**config.mk**
```make
export PLATFORM = sky130hd
export DESIGN_NAME = collision_score
export DESIGN_NICKNAME = d
export VERILOG_FILES = /design/src/rtl/flyhigh_pkg.sv /design/src/rtl/bcd_add4.sv /design/src/rtl/collision_score.sv
export SDC_FILE = /design/constraint.sdc
export NUM_CORES = 1
export LEC_CHECK = 0
export ABC_AREA = 1
export CORE_MARGIN = 2
export CORE_UTILIZATION = 53
export DETAILED_ROUTE_END_ITERATION = 6
export PLACE_DENSITY = 0.81
export SETUP_SLACK_MARGIN = 0.2
export SLEW_MARGIN = 0
export SYNTH_ARGS = -nofsm -noshare
export SYNTH_HDL_FRONTEND = slang
export SYNTH_HIERARCHICAL = 1
export SYNTH_SLANG_ARGS = --single-unit
```
**constraint.sdc**
```tcl
create_clock -name i_clk -period 6.1 [get_ports i_clk]
set_clock_uncertainty 0.2 [all_clocks]
set_input_delay 1.525 -clock i_clk [delete_from_list [all_inputs] [get_ports i_clk]]
set_output_delay 1.525 -clock i_clk [all_outputs]
set_load 0.03 [all_outputs]
```
**src/rtl/flyhigh_pkg.sv**
```systemverilog
// Shared types for the flyhigh collision/score block: game states, packed BCD score
// and the saturation ceiling.
package flyhigh_pkg;

  typedef enum logic [1:0] {
    ST_PLAY      = 2'd0,
    ST_RESPAWN   = 2'd1,
    ST_GAME_OVER = 2'd2
  } state_t;

  typedef logic [15:0] bcd4_t;

  localparam bcd4_t SCORE_MAX = 16'h9999;

  // Packed BCD orders the same way as plain binary, so a binary compare suffices
  function automatic bcd4_t bcd4_max(input bcd4_t a, input bcd4_t b);
    if (a > b) begin
      return a;
    end else begin
      return b;
    end
  endfunction

endpackage

```
**src/rtl/bcd_add4.sv**
```systemverilog
// Combinational saturating add of a single 0..9 digit into a 4-digit packed BCD value.
module bcd_add4 import flyhigh_pkg::*; (
  input  bcd4_t      augend,
  input  logic [3:0] addend,
  output bcd4_t      sum
);

  logic [4:0] dsum_s;
  logic [4:0] add_s;
  logic       carry_s;
  bcd4_t      raw_s;

  // Ripple the decimal carry digit by digit; a carry out of the top digit means overflow
  always_comb begin
    raw_s   = 16'h0000;
    carry_s = 1'b0;
    dsum_s  = 5'd0;
    add_s   = 5'd0;
    for (int i = 0; i < 4; i++) begin
      add_s  = (i == 0) ? {1'b0, addend} : 5'd0;
      dsum_s = {1'b0, augend[4*i +: 4]} + add_s + {4'd0, carry_s};
      if (dsum_s > 5'd9) begin
        dsum_s  = dsum_s - 5'd10;
        carry_s = 1'b1;
      end else begin
        carry_s = 1'b0;
      end
      raw_s[4*i +: 4] = dsum_s[3:0];
    end
  end

  assign sum = carry_s ? SCORE_MAX : raw_s;

endmodule

```
**src/rtl/collision_score.sv**
```systemverilog
// Frame-based collision scoring: hit/crash latching, lives, respawn invulnerability and score.
// Optional high-score register enabled by FLYHIGH_HISCORE_EN.
module collision_score import flyhigh_pkg::*; #(
  parameter int START_LIVES   = 3,
  parameter int INVULN_FRAMES = 60,
  parameter int HIT_POINTS    = 1
) (
  input  logic        i_clk,
  input  logic        i_rst_n,
  input  logic        i_pix_stb,
  input  logic        i_animate,
  input  logic        i_paused,
  input  logic        i_ship,
  input  logic        i_bullet,
  input  logic        i_enemy,
  input  logic        i_start,
  output logic [15:0] o_score,
  output logic [15:0] o_hiscore,
  output logic [1:0]  o_lives,
  output logic        o_hit,
  output logic        o_crash,
  output logic        o_game_over,
  output logic        o_flash
);

  localparam logic [1:0] LIVES_INIT  = 2'(START_LIVES);
  localparam logic [7:0] INVULN_INIT = 8'(INVULN_FRAMES);
  localparam logic [3:0] HIT_ADD     = 4'(HIT_POINTS);

  state_t     state_r, state_nxt_s;
  bcd4_t      score_r, score_nxt_s, sum_s;
  logic [1:0] lives_r, lives_nxt_s;
  logic [7:0] cnt_r, cnt_nxt_s;
  logic       hit_lat_r, crash_lat_r;
  logic       hit_r, hit_nxt_s, crash_r, crash_nxt_s;
  logic       flash_r, game_over_r;
  logic       frame_end_s, act_s;

  assign frame_end_s = i_pix_stb & i_animate;
  assign act_s       = frame_end_s & ~i_paused;

  bcd_add4 u_bcd_add4 (
    .augend (score_r),
    .addend (HIT_ADD),
    .sum    (sum_s)
  );

  // Overlap latches: accumulate over the frame, cleared at every frame-end even when paused
  always_ff @(posedge i_clk) begin
    if (!i_rst_n) begin
      hit_lat_r   <= 1'b0;
      crash_lat_r <= 1'b0;
    end else if (frame_end_s) begin
      hit_lat_r   <= 1'b0;
      crash_lat_r <= 1'b0;
    end else if (i_pix_stb) begin
      hit_lat_r   <= hit_lat_r | (i_bullet & i_enemy);
      crash_lat_r <= crash_lat_r | (i_ship & i_enemy);
    end else begin
      hit_lat_r   <= hit_lat_r;
      crash_lat_r <= crash_lat_r;
    end
  end

  // State register
  always_ff @(posedge i_clk) begin
    if (!i_rst_n) begin
      state_r <= ST_PLAY;
    end else begin
      state_r <= state_nxt_s;
    end
  end

  // Next-state logic; nothing moves except at an unpaused frame-end
  always_comb begin
    state_nxt_s = state_r;
    case (state_r)
      ST_PLAY: begin
        if (act_s && crash_lat_r) begin
          state_nxt_s = (lives_r > 2'd1) ? ST_RESPAWN : ST_GAME_OVER;
        end else begin
          state_nxt_s = ST_PLAY;
        end
      end
      ST_RESPAWN: begin
        if (act_s && (cnt_r <= 8'd1)) begin
          state_nxt_s = ST_PLAY;
        end else begin
          state_nxt_s = ST_RESPAWN;
        end
      end
      ST_GAME_OVER: begin
        if (act_s && i_start) begin
          state_nxt_s = ST_PLAY;
        end else begin
          state_nxt_s = ST_GAME_OVER;
        end
      end
      default: state_nxt_s = ST_PLAY;
    endcase
  end

  // Next values of score, lives, invulnerability counter and event pulses
  always_comb begin
    score_nxt_s = score_r;
    lives_nxt_s = lives_r;
    cnt_nxt_s   = cnt_r;
    hit_nxt_s   = 1'b0;
    crash_nxt_s = 1'b0;
    case (state_r)
      ST_PLAY: begin
        if (act_s) begin
          if (hit_lat_r) begin
            score_nxt_s = sum_s;
            hit_nxt_s   = 1'b1;
          end else begin
            hit_nxt_s   = 1'b0;
          end
          if (crash_lat_r) begin
            crash_nxt_s = 1'b1;
            if (lives_r > 2'd1) begin
              lives_nxt_s = lives_r - 2'd1;
              cnt_nxt_s   = INVULN_INIT;
            end else begin
              lives_nxt_s = 2'd0;
            end
          end else begin
            crash_nxt_s = 1'b0;
          end
        end else begin
          hit_nxt_s = 1'b0;
        end
      end
      ST_RESPAWN: begin
        if (act_s) begin
          if (hit_lat_r) begin
            score_nxt_s = sum_s;
            hit_nxt_s   = 1'b1;
          end else begin
            hit_nxt_s   = 1'b0;
          end
          cnt_nxt_s = (cnt_r == 8'd0) ? 8'd0 : cnt_r - 8'd1;
        end else begin
          hit_nxt_s = 1'b0;
        end
      end
      ST_GAME_OVER: begin
        if (act_s && i_start) begin
          score_nxt_s = 16'h0000;
          lives_nxt_s = LIVES_INIT;
        end else begin
          score_nxt_s = score_r;
        end
      end
      default: begin
        score_nxt_s = score_r;
      end
    endcase
  end

  // Output registers
  always_ff @(posedge i_clk) begin
    if (!i_rst_n) begin
      score_r     <= 16'h0000;
      lives_r     <= LIVES_INIT;
      cnt_r       <= 8'd0;
      hit_r       <= 1'b0;
      crash_r     <= 1'b0;
      flash_r     <= 1'b0;
      game_over_r <= 1'b0;
    end else begin
      score_r     <= score_nxt_s;
      lives_r     <= lives_nxt_s;
      cnt_r       <= cnt_nxt_s;
      hit_r       <= hit_nxt_s;
      crash_r     <= crash_nxt_s;
      flash_r     <= (state_nxt_s == ST_RESPAWN) & cnt_nxt_s[2];
      game_over_r <= (state_nxt_s == ST_GAME_OVER);
    end
  end

`ifdef FLYHIGH_HISCORE_EN
  bcd4_t hiscore_r;

  // Best score is captured on entry to GAME_OVER and survives restarts
  always_ff @(posedge i_clk) begin
    if (!i_rst_n) begin
      hiscore_r <= 16'h0000;
    end else if ((state_r != ST_GAME_OVER) && (state_nxt_s == ST_GAME_OVER)) begin
      hiscore_r <= bcd4_max(hiscore_r, score_nxt_s);
    end else begin
      hiscore_r <= hiscore_r;
    end
  end

  assign o_hiscore = hiscore_r;
`else
  assign o_hiscore = 16'h0000;
`endif

  assign o_score     = score_r;
  assign o_lives     = lives_r;
  assign o_hit       = hit_r;
  assign o_crash     = crash_r;
  assign o_flash     = flash_r;
  assign o_game_over = game_over_r;

endmodule

```
# ---- Word-level counts from Yosys, hierarchy flattened
# Index checks and enable logic that the tools add are counted.
# Widths: inputs -> output; s select.
dict set report totals {
  ff_bits 34
  input_bits 9
}
dict set report op_classes {
  add_sub_neg 10
  n_lt_le_gt_ge 6
  eq_ne 11
  mux 31
  n_bitwise 9
  reduce_logical 15
}
# cell n
set ops {}
lappend ops {{$mux 16} 4}
lappend ops {{$mux 8} 5}
lappend ops {{$pmux 16 s2} 1}
lappend ops {{$gt 5x4->1 const B} 4}
lappend ops {{$mux 4} 4}
lappend ops {{$pmux 8 s2} 1}
lappend ops {{$sub 4x4->4 const B} 4}
lappend ops {{$add 4x1->5} 3}
lappend ops {{$mux 2} 7}
lappend ops {{$ne 2x2->1 const B} 5}
lappend ops {{$le 8x1->1 const B} 1}
lappend ops {{$logic_not 8->1} 1}
lappend ops {{$reduce_and 4->1} 2}
lappend ops {{$sub 8x1->8 const B} 1}
lappend ops {{$mux 1} 7}
lappend ops {{$pmux 2 s3} 1}
lappend ops {{$reduce_and 3->1} 2}
lappend ops {{$reduce_bool 2->1} 3}
lappend ops {{$add 4x1->5 const B} 1}
lappend ops {{$and 1x1->1} 5}
lappend ops {{$reduce_and 5->1} 1}
lappend ops {{$eq 2x1->1 const B} 2}
lappend ops {{$eq 2x2->1 const B} 2}
lappend ops {{$ne 2x1->1 const B} 2}
lappend ops {{other kinds (8)} 13}

# ---- Longest topological paths before layout
# Gate-level depths: netlist of the first run.
dict set report depth {
  word_depth 16
  ltp_mapped 29
}

# ---- Modules after synthesis
# The synthesis of the first run kept the hierarchy.
# module n_inst cells_per_inst area_per_inst_um2 seq_area_each_um2
set by_module_without_submodules {}
lappend by_module_without_submodules {collision_score 1 235 1804.2 680.7}
lappend by_module_without_submodules {bcd_add4 1 110 700.7 0.0}

# ---- Worst setup path before layout of the first run
# No wires, ideal clock.
dict set report synth_path {
  kind {register to register}
  from {register score_r[0] (netlist: o_score[0])}
  to {register score_r[12] (netlist: o_score[12])}
  t_arrival_ps 4735
  slack_ps 1041
  stages_incl_launch_ff 30
  n_path_buf 0
  path_cell_list {dfxtp_1 ha_1 inv_1 fa_1 or2_1 nand3_1 nand3_1 nand2_2 ha_1 ha_1 xnor2_2 nand2_1 a21boi_1 inv_1 ha_1 ha_1 xnor2_2 nand2_2 a21boi_2 inv_1 ha_1 ha_1 xor2_1 nor2_2 nand2_2 nand2_4 inv_4 or2_1 nand4_1 a21oi_2}
}
dict set report synth_via {
  elab_chain_cells 16
  elab_cells_between_ends 18
  classes_between {add/sub (5); order compare (4); mux (9)}
}
# item line_no
set synth_lines {}
lappend synth_lines {{start, declared} collision_score.sv:31} ;# bcd4_t score_r, score_nxt_s, sum_s;
lappend synth_lines {{start signal, assigned} collision_score.sv:172} ;# score_r <= score_nxt_s;
lappend synth_lines {{$add 4x1->5 (*)} bcd_add4.sv:21} ;# dsum_s = {1'b0, augend[4*i +: 4]} + add_s + {4'd0, carry_s};
lappend synth_lines {{$gt 5x4->1 (*)} bcd_add4.sv:22} ;# if (dsum_s > 5'd9) begin
lappend synth_lines {{$mux 1 (*)} bcd_add4.sv:22}
lappend synth_lines {{$add 4x1->5 (*)} bcd_add4.sv:21}
lappend synth_lines {{$gt 5x4->1 (*)} bcd_add4.sv:22}
lappend synth_lines {{$mux 1 (*)} bcd_add4.sv:22}
lappend synth_lines {{$add 4x1->5 (*)} bcd_add4.sv:21}
lappend synth_lines {{$gt 5x4->1 (*)} bcd_add4.sv:22}
lappend synth_lines {{$mux 1 (*)} bcd_add4.sv:22}
lappend synth_lines {{$add 4x1->5 (*)} bcd_add4.sv:21}
lappend synth_lines {{$sub 4x4->4 or $gt 5x4->1 (tied branches)} {bcd_add4.sv:23, bcd_add4.sv:22}}
lappend synth_lines {{$mux 4 or $mux 1 (tied branches)} bcd_add4.sv:22}
lappend synth_lines {{$mux 16 (*)} bcd_add4.sv:32} ;# assign sum = carry_s ? SCORE_MAX : raw_s;
lappend synth_lines {{net sum_s[12]} collision_score.sv:31}
lappend synth_lines {{$mux 16 (*)} {collision_score.sv:113, collision_score.sv:136}}
lappend synth_lines {{$mux 16 (*)} collision_score.sv:135} ;# if (act_s) begin
lappend synth_lines {{$pmux 16 s2 (*)} collision_score.sv:110} ;# case (state_r)
# The timed path passes the listed nets; every way through them passes the cells marked *. The select of a mux whose other input is x is not followed.
# A chain may end at the register's enable or synchronous reset.

# ---- Worst setup path after layout of the first run
# Same ends and word-level chain as after synthesis.

==> results.cfg, run 1 <==
[worst_setup_path]
end_kind = flop
critical_path_class = flop to flop
reg2reg_slack_ps = 730
arrival_ps = 5310
worstSetupStartpointType = flop
cp.required_ps = 6040
cp_max_fo = 10
critPathSlowestCell = fa_1
cpPeakStageDelay_ps = 390
critPathMostFrequentCell = ha_1

[sta]
report.final.slew_viol_count = 0
tns_ps = 0
hold_slack_ps = 282
setup_ws_ps = 733
fmax_ghz = 0.186
period_minus_slack_ps = 5370
final_hold_viol_count = 0
worst_pin_slew_ps = 897
finalSetupViolations = 0
fin_crit_sh = 0.880
rsz0062_at_grt = no
slew_headroom = 0.401

[synthesis]
synth.distinct_cells = 36
synthXorXnorAreaFrac = 0.0465
ys_seq_area_frac = 0.272
yosys.area_share.simple = 0.347
netlist_instances = 345
synth_mux_area_frac = 0
yosysWarnings = 6
yosys.area_share.adder = 0.0879
synth_top_family_by_area = simple AND/OR/NAND/NOR gates
synth_seq_cells = 34
synth_compound_gate_area_share = 0.113
syn_area_mm2 = 0.00250
avgSynthCellArea_um2 = 7.26

[global_routing]
antenna_found_initial = 0
grt_usage = 0.199
grt_max_degree = 23
grt_pass1_wl_mm = 8.34
overflow = 0
grt_pass1_vias = 2005

[hold_path]
hold_path.class = flop to flop

[floorplanning]
die_area_mm2 = 0.00529
fp.coreArea_mm2 = 0.00463
start_util = 0.541
die_w_um = 72.7
num_rows = 25
io_pins = 47
floorplan.die.height_um = 72.7

[cells_and_area]
fin_util = 0.628
drive_above_1_share = 0.159
fillers = 436
final_nets = 403
syn2layout_area_growth_pct = 16.0
n_antenna_cell = 0

[clock_network]
max-clock-path-buffers = 2
clkTransAtPathRegs_ps = 80
ctsResizeCount = 0
tritoncts = done
cts_made_buffers = 5
cts_setup_buffers = 0
clock-sinks = 34
clk_latency_ps = 300
ctsHoldBuffers = 0
htree_num_levels = 2
cts_root_buffer = clkbuf_8

[power_and_ir_drop]
combinationalPowerShare = 0.095
p_sw_frac = 0.248
peakVddDrop_uv = 97.7
p_leak_nw = 1.32
p_int_mw = 0.401
power_density_mw_per_mm2 = 183
total_power_mw = 0.533
p_sw_mw = 0.132
power_frac_seq = 0.421
clockPowerShare = 0.484

[place]
post-dp-hpwl_mm = 3.80
place_ws_ps = 796
io_buffer_count = 30
gp_congestion = 0.907

[route]
drt_wl_total_mm = 5.04
drtPass1Iterations = 4
vias = 2231
drt_iter0_markers = 104
post_drt_wl_per_cell_um = 11.7
ant_nets = 0
vias_per_cell = 5.16
drc_errors = 0

[outcome]
status = completed

[run]
maxCapViolations = 0
[final timing paths]
check | startpoint | to | depth (start not counted)
max | o_score[0]$_SDFFE_PN0P_ | o_score[12]$_SDFFE_PN0P_ | 29
min | o_score[2]$_SDFFE_PN0P_ | o_score[2]$_SDFFE_PN0P_ | 2
max reg2reg | o_score[0]$_SDFFE_PN0P_ | o_score[12]$_SDFFE_PN0P_ | 29
min reg2reg | o_score[2]$_SDFFE_PN0P_ | o_score[2]$_SDFFE_PN0P_ | 2
[per-layer routing]
layer	up-vias	GRT usage	share of wire
met5	-	0	0
met4	0	0.0885	0.025
met3	14	0.0525	0.047
met2	56	0.342	0.49
met1	1015	0.232	0.43
li1	1146	-	-
[through the flow]
| step | std cells | cell area, µm² |
|---|---|---|
| 2_1_floorplan | 364 | 2580 |
| 3_3_place_gp | 424 | 2770 |
| 3_5_place_dp | 424 | 2770 |
| 4_1_cts | 432 | 2910 |
| 5_1_grt | 432 | 2910 |
| 6_report | 432 | 2910 |
[worst max-delay path, delay by kind of cell, from the launching register on]
family / cells / cell delay, ps
flip-flops: 1 / 350
adder cells (fa/ha/maj): 8 / 1910
AO/OA/AOI/OAI: 3 / 510
AND/OR/NAND/NOR: 11 / 1450
buffers and inverters: 4 / 250
XOR/XNOR: 3 / 540
[synth_stat cells, drive strengths merged]
library cell,instances,area (µm²)
clkbuf,2,7.51
xor2,4,42.6
inv,40,153
fa,1,20.0
a21boi,3,26.3
nor3,1,5.00
nor2,44,180
conb,2,7.51
o21bai,1,7.51
buf,22,168
nor4,1,6.26
o21ai,12,71.3
dfxtp,34,681
nand4,21,131
xnor2,5,73.8
a21oi,28,178
nand2,76,348
nand3,27,168
ha,16,200
or2,5,31.3
[registers in the layout, indices dropped and copies added, names as in the netlist, 2 cells and up]
| register | count |
|---|---|
| cnt_r | 8 |
| o_score | 16 |
| state_r | 2 |
| o_lives | 2 |
[cells in the final DEF (no fill, tap or decap), types with 2 or more instances in the layout]
master and instances:
xor2_1 3, nand2_1 55, clkbuf_8 5, nand3_1 22, clkdlybuf4s50_1 30, o21ai_0 10, xnor2_2 4, bufinv_16 2
or2_1 5, inv_1 37, a21oi_2 10, nor2_1 38, conb_1 21, dfxtp_1 34, nand4_1 21, nand3_2 4
nor2_2 6, a21oi_1 18, inv_2 2, nand2_4 2, nand2_2 19, ha_1 16
[power by group through the flow]
stage                     Sequential [mW]  Clock, mW  Combinational (mW)
after floorplan                     0.230          0              0.0463
after global placement              0.229          0              0.0494
after detailed placement            0.229          0              0.0502
after CTS                           0.224      0.261              0.0506
after global routing                0.224      0.270              0.0560
final                               0.224      0.258              0.0508
[final cells by class]
class	instances	area [µm²]	area share
Inverter	40	153	0.0525
Sequential cell	34	681	0.234
Timing Repair Buffer	30	300	0.103
Clock buffer	5	68.8	0.0237
Clock inverter	3	68.8	0.0237
Tap cell	54	67.6	0.0232
Multi-Input combinational cell	266	1570	0.539
[cell families (layout without fill, tap and decap cells)]
logic type                 after synthesis  count (layout)
and+or+nand+nor                        175             175
AOI/OAI and AO/OA                       44              44
adders and majority gates               17              17
other                                    2              21
DFF                                     34              34
buffers and inverters                   64              78
xor gates and xnor gates                 9               9
Power figures use the tool's default switching activity.
==> run 2: changes to the inputs <==
--- a/config.mk
+++ b/config.mk
@@ -6,10 +6,12 @@
 export NUM_CORES = 1
 export LEC_CHECK = 0
 export ABC_AREA = 1
+export CELL_PAD_IN_SITES_DETAIL_PLACEMENT = 2
+export CELL_PAD_IN_SITES_GLOBAL_PLACEMENT = 2
 export CORE_MARGIN = 2
-export CORE_UTILIZATION = 53
+export CORE_UTILIZATION = 29
 export DETAILED_ROUTE_END_ITERATION = 6
-export PLACE_DENSITY = 0.81
+export PLACE_DENSITY_LB_ADDON = 0.1
 export SETUP_SLACK_MARGIN = 0.2
 export SLEW_MARGIN = 0
 export SYNTH_ARGS = -nofsm -noshare
==> run 2 against run 1 <==
Die area grew 78%. Hold slack better by 6.5 ps. Sequential share of layout area down 0.34 points. Sequential power barely moved. Cell count increased by 12%. Register-to-register slack is essentially flat. Clock power fell by 14%. Combinational power increased by 4%. Highest routed layer unchanged.
==> results.cfg, run 2 (same netlist as run 1, synthesis figures left out) <==
[worst_setup_path]
cpPeakStageDelay_ps = 400
crit_start = o_score[0]$_SDFFE_PN0P_
timing.rr.start = o_score[0]$_SDFFE_PN0P_
cp_max_fo = 10
cp.required_ps = 6040
arrival_ps = 5310
critPathSlowestCell = fa_1
reg2reg_slack_ps = 730
critPathMostFrequentCell = ha_1
end_kind = flop
r2r_end = o_score[12]$_SDFFE_PN0P_
reg2reg_depth = 29
worstSetupStartpointType = flop
critical_path_class = flop to flop
endpoint = o_score[12]$_SDFFE_PN0P_

[global_routing]
grt_pass1_wl_mm = 11.9
antenna_found_initial = 0
grt_pass1_vias = 2434
grt_max_degree = 23
grt_usage = 0.154
overflow = 0

[sta]
fin_crit_sh = 0.881
slew_headroom = 0.330
tns_ps = 0
report.final.slew_viol_count = 0
hold_slack_ps = 289
setup_ws_ps = 729
rsz0062_at_grt = no
final_hold_viol_count = 0
worst_pin_slew_ps = 1000
fmax_ghz = 0.186
finalSetupViolations = 0
period_minus_slack_ps = 5370

[clock_network]
cts_setup_buffers = 0
clk_latency_ps = 300
tritoncts = done
clock-sinks = 34
max-clock-path-buffers = 2
cts_root_buffer = clkbuf_8
cts_made_buffers = 5
clkTransAtPathRegs_ps = 70
htree_num_levels = 2

[cells_and_area]
syn2layout_area_growth_pct = 17.7
largest_reg_flops = 16
n_antenna_cell = 0
final_common_cell = nand2_1
drive_above_1_share = 0.159
final_nets = 403
final_cell_mix = 55 x nand2_1, 38 x nor2_1, 37 x inv_1

[place]
gp_congestion = 0.732
post-dp-hpwl_mm = 5.26
place_ws_ps = 653
io_buffer_count = 30

[floorplanning]
fp.coreArea_mm2 = 0.00830
floorplan.die.height_um = 96.9
start_util = 0.302
num_rows = 33
die_w_um = 96.9
io_pins = 47
die_area_mm2 = 0.00940

[route]
ant_nets = 0
drt_iter0_markers = 50
vias_per_cell = 4.72
drt_wl_total_mm = 6.85
vias = 2277
drtPass1Iterations = 4
drc_errors = 0
post_drt_wl_per_cell_um = 14.2

[outcome]
status = completed

[hold_path]
hold_path.class = flop to flop

[run]
maxCapViolations = 0

[power_and_ir_drop]
power_density_mw_per_mm2 = 169
p_leak_nw = 1.31
peakVddDrop_uv = 86.1
total_power_mw = 0.499
-- run 2: how the worst min path moves through the flow --
stage	start	to	slack (ps)	cells after the start
3_5_place_dp	cnt_r[1]$_SDFFE_PN0P_	cnt_r[1]$_SDFFE_PN0P_	280	2
4_1_cts	cnt_r[1]$_SDFFE_PN0P_	cnt_r[1]$_SDFFE_PN0P_	290	2
3_3_place_gp	o_score[0]$_SDFFE_PN0P_	o_score[0]$_SDFFE_PN0P_	270	2
5_1_grt	cnt_r[1]$_SDFFE_PN0P_	cnt_r[1]$_SDFFE_PN0P_	320	2
6_report	cnt_r[1]$_SDFFE_PN0P_	cnt_r[1]$_SDFFE_PN0P_	290	2
2_1_floorplan	cnt_r[1]$_SDFFE_PN0P_	cnt_r[1]$_SDFFE_PN0P_	260	2
-- run 2: cell type report --
class                   instances  area (µm²)
fillers                       998        5350
multi-input cells             266        1570
flip-flops and latches         34         681
repair buffers                 30         300
inverters                      40         153
well taps                     105         131
clock buffers                   6        82.6
clock inverters                 1        30.0
-- run 2: critical path: cells and delay by family (launching register included) --
family | cells | cell delay, ps
adders and majority gates | 8 | 1900
DFF | 1 | 360
xor gates and xnor gates | 3 | 530
buffers and inverters | 4 | 250
AOI/OAI and AO/OA | 3 | 490
and+or+nand+nor | 11 | 1470
-- run 2: through the flow --
step	std cells	util	instance area (µm²)
after floorplan	364	-	2580
after global placement	475	0.341	2830
after detailed placement	475	0.341	2830
after CTS	482	0.355	2950
after global routing	482	0.355	2950
final	482	0.355	2950
-- run 2: per-layer routing --
| metal | wire, µm | global-route usage | vias up | share of wire |
|---|---|---|---|---|
| li1 | - | - | 1139 | - |
| met1 | 3080 | 0.186 | 1103 | 0.45 |
| met2 | 3520 | 0.280 | 28 | 0.51 |
| met3 | 146 | 0.0195 | 7 | 0.021 |
| met4 | 93 | 0.0488 | 0 | 0.014 |
| met5 | 0 | 0 | - | 0 |
-- run 2: what timing repair did --
| action | 4_1_cts | 5_1_grt |
|---|---|---|
| hold endpoints to repair | 0 | 0 |
| gates resized for setup | 0 | 1 |
| endpoints found under the setup margin | 0 | 12 |
| hold buffers | 0 | 0 |
-- run 2: where the power goes --
part / total, mW / internal (mW) / switching, mW
sequential: 0.224 / 0.223 / 0.00107
combinational: 0.0527 / 0.0138 / 0.0389
clock: 0.222 / 0.131 / 0.0909
total: 0.499 / 0.368 / 0.131
